File: src/rtl/sprite_draw.sv
// rtl/sprite_draw.sv - Chip-8 DXYN sprite draw engine: fetch rows, XOR into framebuffer, flag collisions
module sprite_draw (
    input  logic        clk,
    input  logic        res,
    input  logic        hires,
    input  logic        start,
    input  logic [6:0]  x,
    input  logic [5:0]  y,
    input  logic [3:0]  height,
    input  logic [11:0] spriteAddr,
    output logic [11:0] memAddr,
    input  logic [7:0]  memData,
    output logic [8:0]  fbAddr,
    input  logic [15:0] fbRdata,
    output logic [15:0] fbWdata,
    output logic        fbWe,
    output logic        busy,
    output logic        done,
    output logic        collision
);
    typedef enum logic [3:0] {
        IDLE, MEM0, MEM1, MEM2, FB0, FB1, FB2, WR0, WR1, DONE
    } state_t;

    state_t      state;
    logic        hiresR;
    logic        wideR;
    logic [6:0]  xp;
    logic [5:0]  yp;
    logic [3:0]  lastRow;
    logic [3:0]  rowIdx;
    logic        pass;
    logic [11:0] curAddr;
    logic [7:0]  byte0;
    logic [15:0] rowPat;
    logic [15:0] old0;
    logic [15:0] old1;

    logic [31:0] shifted;
    logic [15:0] pat0;
    logic [15:0] pat1;
    logic [2:0]  w0;
    logic [2:0]  w1;
    logic [5:0]  line;
    logic [15:0] doubled;

    always_comb begin
        shifted = {rowPat, 16'h0000} >> xp[3:0];
        pat0    = shifted[31:16];
        pat1    = shifted[15:0];
        w0      = xp[6:4];
        w1      = w0 + 3'd1;
        // Lores rows cover two framebuffer lines; pass selects the lower one.
        if (hiresR)
            line = yp + {2'b00, rowIdx};
        else
            line = yp + {1'b0, rowIdx, 1'b0} + {5'b00000, pass};
        doubled = 16'h0000;
        for (int i = 0; i < 8; i++)
            doubled[2*i +: 2] = {2{memData[i]}};
    end

    always_ff @(posedge clk or negedge res) begin
        if (!res) begin
            state     <= IDLE;
            hiresR    <= 1'b0;
            wideR     <= 1'b0;
            xp        <= '0;
            yp        <= '0;
            lastRow   <= '0;
            rowIdx    <= '0;
            pass      <= 1'b0;
            curAddr   <= '0;
            byte0     <= '0;
            rowPat    <= '0;
            old0      <= '0;
            old1      <= '0;
            memAddr   <= '0;
            fbAddr    <= '0;
            fbWdata   <= '0;
            fbWe      <= 1'b0;
            busy      <= 1'b0;
            done      <= 1'b0;
            collision <= 1'b0;
        end else begin
            case (state)
                IDLE: begin
                    if (start) begin
                        hiresR    <= hires;
                        wideR     <= hires && (height == 4'd0);
                        xp        <= hires ? x : {x[5:0], 1'b0};
                        yp        <= hires ? y : {y[4:0], 1'b0};
                        // height 0 wraps to 15, giving the 16-row sprite for free
                        lastRow   <= height - 4'd1;
                        rowIdx    <= '0;
                        pass      <= 1'b0;
                        memAddr   <= spriteAddr;
                        curAddr   <= spriteAddr + 12'd1;
                        collision <= 1'b0;
                        busy      <= 1'b1;
                        state     <= MEM0;
                    end
                end
                MEM0: begin
                    if (wideR) begin
                        memAddr <= curAddr;
                        curAddr <= curAddr + 12'd1;
                    end
                    state <= MEM1;
                end
                MEM1: begin
                    if (wideR) begin
                        byte0 <= memData;
                        state <= MEM2;
                    end else begin
                        rowPat <= hiresR ? {memData, 8'h00} : doubled;
                        fbAddr <= {line, w0};
                        state  <= FB0;
                    end
                end
                MEM2: begin
                    rowPat <= {byte0, memData};
                    fbAddr <= {line, w0};
                    state  <= FB0;
                end
                FB0: begin
                    fbAddr <= {line, w1};
                    state  <= FB1;
                end
                FB1: begin
                    old0      <= fbRdata;
                    collision <= collision | (|(fbRdata & pat0));
                    state     <= FB2;
                end
                FB2: begin
                    old1      <= fbRdata;
                    collision <= collision | (|(fbRdata & pat1));
                    fbAddr    <= {line, w0};
                    fbWdata   <= old0 ^ pat0;
                    fbWe      <= 1'b1;
                    state     <= WR0;
                end
                WR0: begin
                    fbAddr  <= {line, w1};
                    fbWdata <= old1 ^ pat1;
                    state   <= WR1;
                end
                WR1: begin
                    fbWe <= 1'b0;
                    if (!hiresR && !pass) begin
                        pass   <= 1'b1;
                        fbAddr <= {line + 6'd1, w0};
                        state  <= FB0;
                    end else begin
                        pass <= 1'b0;
                        if (rowIdx == lastRow) begin
                            done  <= 1'b1;
                            state <= DONE;
                        end else begin
                            rowIdx  <= rowIdx + 4'd1;
                            memAddr <= curAddr;
                            curAddr <= curAddr + 12'd1;
                            state   <= MEM0;
                        end
                    end
                end
                DONE: begin
                    done  <= 1'b0;
                    busy  <= 1'b0;
                    state <= IDLE;
                end
                default: state <= IDLE;
            endcase
        end
    end
endmodule
File: config.mk
export PLATFORM = sky130hd
export DESIGN_NAME = sprite_draw
export DESIGN_NICKNAME = d
export VERILOG_FILES = /design/src/rtl/sprite_draw.sv
export SDC_FILE = /design/constraint.sdc
export NUM_CORES = 1
export LEC_CHECK = 0
export ABC_AREA = 1
export CAP_MARGIN = 5
export CORE_MARGIN = 3
export CORE_UTILIZATION = 45
export CTS_CLUSTER_DIAMETER = 80
export DETAILED_ROUTE_END_ITERATION = 16
export HOLD_SLACK_MARGIN = 0.06
export PLACE_DENSITY = 0.78
export SLEW_MARGIN = 20
export SYNTH_ARGS = -nofsm -noshare
export SYNTH_HDL_FRONTEND = slang
export SYNTH_SLANG_ARGS = --single-unit
File: constraint.sdc
create_clock -name clk -period 3.4 [get_ports clk]
set_input_delay 0.68 -clock clk [delete_from_list [all_inputs] [get_ports clk]]
set_output_delay 0.68 -clock clk [all_outputs]
set_load 0.01 [all_outputs]
==> out/summary.txt, run 1 <==
Type of the worst min-delay path: in2async
FILL cells: 1654
Overflow left after global routing: 0
Number of clock buffers inserted by TritonCTS: 17
Number of cells upsized or downsized after cts: 0
Wire length of the first global-routing pass: 37.6 mm
Placed Instance Area: 9360 µm²
Element type at the critical path end: flip-flop
Overall via count from detail_route: 7831
Initial core utilization: 46.8%
Number of buffers inserted by post-CTS setup repair: 0
Maximum capacitance violations: 0
Seq cells post-synth: 137
Post-synthesis xor/xnor area fraction: 2.98%
Post-route DRC violation count: 0
Worst-case setup margin in the final layout: 0.940 ns
Final net count: 1278
Antenna Violating Nets Remaining: 0
Summed area of non-filler cells in the final layout: 9940 µm²
Number of top-level design ports: 98
CTS tree: yes
Placeable core region: 17600 µm²
Period utilization: 72.3%
Peak ir drop on the vdd network: 0.000558 V
Die footprint: 20000 µm²
Least-Margin Pin Slew: 0.908 ns
Crit start category: flip-flop
Count of hold-fix buffers inserted at cts: 0
Maximum number of pins on one net before global-route repair: 94
Critical Setup Path Class: reg2reg
Count of final hold-check violations: 0
Unrepaired setup endpoints after global routing: false
Initial DRC Count: 825
Number of clock sinks: 137
Area grow syn2layout: 20.8%
First drt pass iteration count: 7
Post-Synth Adder-Cell Area: 2.77%
Fraction of final layout cells with drive strength greater than 1: 7.07%
Time the final worst path needs with I/O delays and setup: 2.46 ns
Synth Warn #: 0
Setup TNS: 0 ns
Overall die height: 141 µm
Footprint of the multi-input gates: 4180 µm²
Primary FF master, synth: dfrtp_1
Final clock skew: 0.00596 ns
Outcome: finished, final reports clean
Setup slack at placement: 0.726 ns
Achievable frequency: 407 MHz
Number of enable-type register cells in the synthesized netlist: 0
# placed instances: 1410
Clock latency on the worst-skew pair: 0.43 ns
PwrDens: 1050 nW/µm²
Buffer levels on the longest clock path: 2
Launching point of the worst reg2reg path: yp[0]$_DFFE_PN0P_
Clock edge transition at the registers on the reported setup and hold paths: 0.06 ns
Worst setup path startpoint: yp[0]$_DFFE_PN0P_
Count of cell types in the netlist: 46
Share of flip-flops with an asynchronous set or reset after synthesis: 100%
Area share of and/or/nand/nor cells after synthesis: 31.8%
Fraction of the mapped netlist area in compound gates: 12.4%
Via-per-instance ratio: 5.43
Total routed wirelength: 22.8 mm
Vias in the first global route: 7541
Total standard cell area after synthesis: 8230 µm²
GRT Total Usage: 23.3%
Final-report max-slew violation count: 0
Antenna diode instance count: 0
Maximum fanout encountered on the critical timing path: 3
Top-area cell type share of the netlist area: 41.6%
Htree depth: 4
Post-DP HPWL: 16.4 mm
Antenna violations before repair: 0
Count of standard-cell rows: 48
Cell leakage power: 0.00472 µW
Worst slew margin relative to its limit: 39.5%
Area used by sequential logic in the layout: 3430 µm²
Dominant combinational cell family by area after synthesis: simple AND/OR/NAND/NOR gates
Routability Congestion: 0.982
Fin cells: 1442
Wirelength per Cell: 15.8 µm
Worst reg-to-reg path cell count: 13
Commonest non-fill, non-tap cell in the layout: nand2_1
Most used cells in the layout excluding fill and tap cells: nand2_1 (321), nand3_1 (140), dfrtp_1 (137), o21ai_0 (97), clkdlybuf4s50_1 (96)
Port Buffers: 97
Post-synth top area cell: dfrtp_1
Mux cell area share after synthesis: 0.654%
Chip Width: 141 µm
Data required time at the worst endpoint: 3.72 ns
Synthesized instance count: 1122
Number of nets produced by synthesis: 1196
Data arrival time of the worst path: 2.78 ns
CTS root buf: clkbuf_16
Endpoints failing setup: 0
Synth Area per Inst: 7.34 µm²
Fraction of the yosys area taken by sequential cells: 41.6%
Synth top area cells: dfrtp_1 (42%), nand2_1 (15%), nand3_1 (8.5%)
==> synth_stat cells, types with 3 or more instances <==
| master | n |
|---|---|
| clkinv_1 | 4 |
| inv_1 | 95 |
| xor2_1 | 14 |
| o211ai_1 | 10 |
| nor2_2 | 6 |
| nand3b_1 | 3 |
| nor2_1 | 79 |
| o22ai_1 | 5 |
| o21ai_2 | 3 |
| clkbuf_1 | 23 |
| inv_2 | 8 |
| nor3_1 | 4 |
| nand2_1 | 321 |
| nor2_4 | 3 |
| nand3_1 | 140 |
| nand2_4 | 3 |
| a31oi_1 | 9 |
| xnor2_1 | 14 |
| buf_1 | 3 |
| o21ai_1 | 13 |
| o21ai_0 | 97 |
| nand4_1 | 21 |
| dfrtp_1 | 137 |
| buf_2 | 15 |
| ha_1 | 15 |
| o21a_1 | 7 |
| buf_6 | 3 |
| a21oi_1 | 32 |
| nand2_2 | 8 |
| mux2_2 | 3 |
==> through the flow <==
stage / hold WS [ns] / utilization [%] / power (µW)
finish: 0.304 / 56.5 / 10400
global placement: 0.455 / 53.2 / 8370
detailed placement: 0.460 / 53.2 / 8510
CTS: 0.383 / 56.5 / 10400
global route: 0.382 / 56.5 / 11300
floorplan: 0.384 / - / 6870
==> per-layer routing <==
layer	vias to the layer above	track usage (%)	wire length [µm]	part of all wire, %
met5	-	0	0	0
met4	0	8.98	653	2.9
met3	48	4.35	1440	6.3
met2	287	36.9	10500	46
met1	3631	31.9	10300	45
li1	3865	-	-	-
==> where the power goes <==
part	total (µW)	switching (µW)	internal, µW
Clock	1840	760	1080
Sequential	3040	605	2430
Combinational	5550	3490	2070
==> cells by family after synthesis <==
family	after synthesis
compound gates	184
xor+xnor	28
fa+ha+maj	17
buf+inv	153
flops	137
mux	5
simple gates	598
==> registers in the layout (all words and copies together) (netlist names), 6 cells and up <==
signal	flops
fbAddr	9
fbWdata	16
old0	16
rowPat	16
xp	7
memAddr	12
byte0	8
yp	6
old1	16
curAddr	12
==> worst max-delay path, cell delays in order (launching register included) <==
cell	delay, ns
dfrtp_1	0.44
ha_1	0.25
inv_1	0.07
fa_1	0.36
inv_1	0.08
nor2_1	0.04
o22ai_1	0.38
nand3_1	0.12
nor2_1	0.19
nand2_1	0.07
nor2_1	0.13
nand3_1	0.08
nand3_1	0.09
nand2_1	0.05
==> area by class of cell <==
class	count	area share, %
clock buffers	17	4.28
clock inverters	15	1.52
inverters	107	4.04
multi-input cells	832	42.0
flip-flops and latches	137	34.5
well taps	225	2.83
repair buffers	109	10.8
==> path summary, 6_finish.rpt <==
path | endpoint | slack [ns]
worst max-delay path | fbAddr[8]$_DFFE_PN0P_ | 0.94
worst min-delay path | fbWdata[13]$_DFFE_PN0P_ | 0.30
worst max register to register | fbAddr[8]$_DFFE_PN0P_ | 0.94
worst min register to register | byte0[7]$_DFFE_PN0P_ | 0.47
max in group asynchronous | rowIdx[3]$_DFFE_PN0P_ | 2.37
min in group clk | byte0[7]$_DFFE_PN0P_ | 0.47
(Power assumes the default switching activity.)
==> run 2: changes to the inputs <==
Clock period 3.4 ns to 2.5 ns, I/O delays scaled along.
==> run 2 against run 1 <==
Cell area increased by 1.6%; flip-flop and latch count unchanged; hold slack improved by 0.17 ns; critical endpoint unchanged; global-route usage increased by 0.31 points; first-iteration DRC count decreased by 20%; clock skew increased by 0.0046 ns.
==> out/summary.txt, run 2 (synthesized netlist as in run 1, its figures left out) <==
Maximum fanout encountered on the critical timing path: 5
Total routed wirelength: 22.6 mm
Cell leakage power: 0.00481 µW
Element type at the critical path end: flip-flop
Worst setup path startpoint: rowIdx[0]$_DFFE_PN0P_
Overall via count from detail_route: 7868
Least-Margin Pin Slew: 0.744 ns
Overflow left after global routing: 0
Die footprint: 20000 µm²
Endpoint of the most critical setup path: fbAddr[8]$_DFFE_PN0P_
FILL cells: 1653
Smallest hold slack: 0.478 ns
Post-route DRC violation count: 0
Post-DP HPWL: 16.9 mm
GRT Total Usage: 23.6%
Chain of cells forming the critical path: ha_1, inv_1, fa_1, inv_1, nor2_1, o22ai_2, nand3_1, nor2_1, nand2_1, nor2_1, nand3_1, nand3_1, nand2_1
Number of clock sinks: 137
Setup TNS: 0 ns
Worst reg-to-reg path cell count: 13
Top Family by Delay on Critical Path: simple AND/OR/NAND/NOR gates
Most used cells in the layout excluding fill and tap cells: nand2_1 (321), nand3_1 (140), dfrtp_1 (137), o21ai_0 (97), clkdlybuf4s50_1 (96)
Time the final worst path needs with I/O delays and setup: 2.27 ns
Vias in the first global route: 7585
Fin cells: 1454
Period utilization: 90.7%
Initial DRC Count: 658
CTS tree: yes
Achievable frequency: 441 MHz
Clock latency on the worst-skew pair: 0.43 ns
Type of the worst min-delay path: reg2reg
Commonest non-fill, non-tap cell in the layout: nand2_1
Overall die height: 141 µm
Port Buffers: 97
Antenna Violating Nets Remaining: 0
Endpoints failing setup: 0
Peak ir drop on the vdd network: 0.000849 V
Data required time at the worst endpoint: 2.82 ns
Number of buffers inserted by post-CTS setup repair: 0
Launching point of the worst reg2reg path: rowIdx[0]$_DFFE_PN0P_
Data arrival time of the worst path: 2.59 ns
Total buffers and inverters traversed by the critical path: 2
# placed instances: 1421
Via-per-instance ratio: 5.41
Antenna diode instance count: 0
Final net count: 1290
First drt pass iteration count: 6
Logic depth of the worst setup path including buffers: 13
Outcome: finished, final reports clean
Wire length of the first global-routing pass: 37.8 mm
Footprint of the multi-input gates: 4190 µm²
Maximum number of pins on one net before global-route repair: 58
Final clock skew: 0.0106 ns
Initial core utilization: 46.8%
Chip Width: 141 µm
CTS root buf: clkbuf_16
Slowest cell delay on critical path: 0.44 ns
Unrepaired setup endpoints after global routing: false
Wirelength per Cell: 15.6 µm
Area grow syn2layout: 22.7%
Count of final hold-check violations: 0
Routability Congestion: 0.942
Antenna violations before repair: 0
Number of clock buffers inserted by TritonCTS: 17
Critical Setup Path Class: reg2reg
Htree depth: 4
PwrDens: 1430 nW/µm²
Number of top-level design ports: 98
Clock edge transition at the registers on the reported setup and hold paths: 0.06 ns
Setup slack on the worst flop-to-flop path: 0.23 ns
Cell with the largest stage delay on the worst path: dfrtp_1
Crit start category: flip-flop
Area used by sequential logic in the layout: 3430 µm²
Count of standard-cell rows: 48
Reg2Reg Capture Point: fbAddr[8]$_DFFE_PN0P_
Fraction of final layout cells with drive strength greater than 1: 7.97%
Placeable core region: 17600 µm²
Maximum capacitance violations: 0
Buffer levels on the longest clock path: 2
Final-report max-slew violation count: 0
Worst slew margin relative to its limit: 50.4%
-- run 2: cell types whose count changed in the layout (fill, tap and decap cells not counted), sizes merged --
| cell | previous run | this run |
|---|---|---|
| buf | 13 | 24 |
| clkbuf | 17 | 21 |
| dlygate4sd3 | 0 | 1 |
| clkinv | 8 | 9 |
| clkinvlp | 6 | 1 |
-- run 2: power breakdown --
part | total, µW | leakage [µW] | internal, µW | switching, µW
Clock | 2600 | 0.000302 | 1590 | 1010
Sequential | 4050 | 0.00165 | 3310 | 745
Combinational | 7750 | 0.00286 | 2910 | 4850
Total | 14400 | 0.00481 | 7810 | 6600
-- run 2: worst min path at each step --
stage | start | end | slack, ns | depth (start not counted)
after global routing | byte0[6]$_DFFE_PN0P_ | byte0[6]$_DFFE_PN0P_ | 0.50 | 2
after CTS | byte0[6]$_DFFE_PN0P_ | byte0[6]$_DFFE_PN0P_ | 0.48 | 2
after floorplan | res | busy$_DFFE_PN0P_ | 0.20 | 0
after global placement | byte0[7]$_DFFE_PN0P_ | byte0[7]$_DFFE_PN0P_ | 0.46 | 2
final | byte0[6]$_DFFE_PN0P_ | byte0[6]$_DFFE_PN0P_ | 0.48 | 2
after detailed placement | byte0[6]$_DFFE_PN0P_ | byte0[6]$_DFFE_PN0P_ | 0.46 | 2
-- run 2: cell type report --
cell class                 count  area share, %
clock buffer                  21           4.76
clock inverter                11           1.35
inverter                     107           4.00
multi-input combinational    832           41.5
sequential                   137           33.9
tap                          225           2.79
timing repair buffer         121           11.7
-- run 2: routing by layer --
| metal | vias up | global-route usage (%) | routed length (µm) |
|---|---|---|---|
| met5 | - | 0 | 0 |
| met4 | 0 | 6.83 | 423 |
| met2 | 258 | 38.9 | 10700 |
| met1 | 3691 | 31.7 | 10100 |
| met3 | 33 | 4.79 | 1400 |
| li1 | 3886 | - | - |
-- run 2: what timing repair did --
item / CTS / global route
hold buffers: 1 / 0
resized for setup: 0 / 4
endpoints found under the hold margin: 21 / 0
endpoints found under the setup margin: 0 / 3
-- run 2: through the flow --
stage / util, % / total power (µW) / setup WS (ns) / area, µm²
finish: 57.4 / 14400 / 0.234 / 10100
global route: 57.4 / 15700 / 0.0282 / 10100
CTS: 57.3 / 14400 / 0.179 / 10100
detailed placement: 53.7 / 11700 / 0.171 / 9450
global placement: 53.7 / 11500 / 0.229 / 9450
floorplan: - / 9350 / 0.492 / 8230
-- run 2: worst min-delay path: stages, from the launching register on --
cell	delay (ns)
dfrtp_1	0.35
nand2_1	0.06
nand2_1	0.05
==> run 3: changes to the inputs <==
Settings changed: CTS_CLUSTER_DIAMETER 80 to unset.
==> results of run 3 <==
Final layout, timing and power as in run 2 (identical DEF).
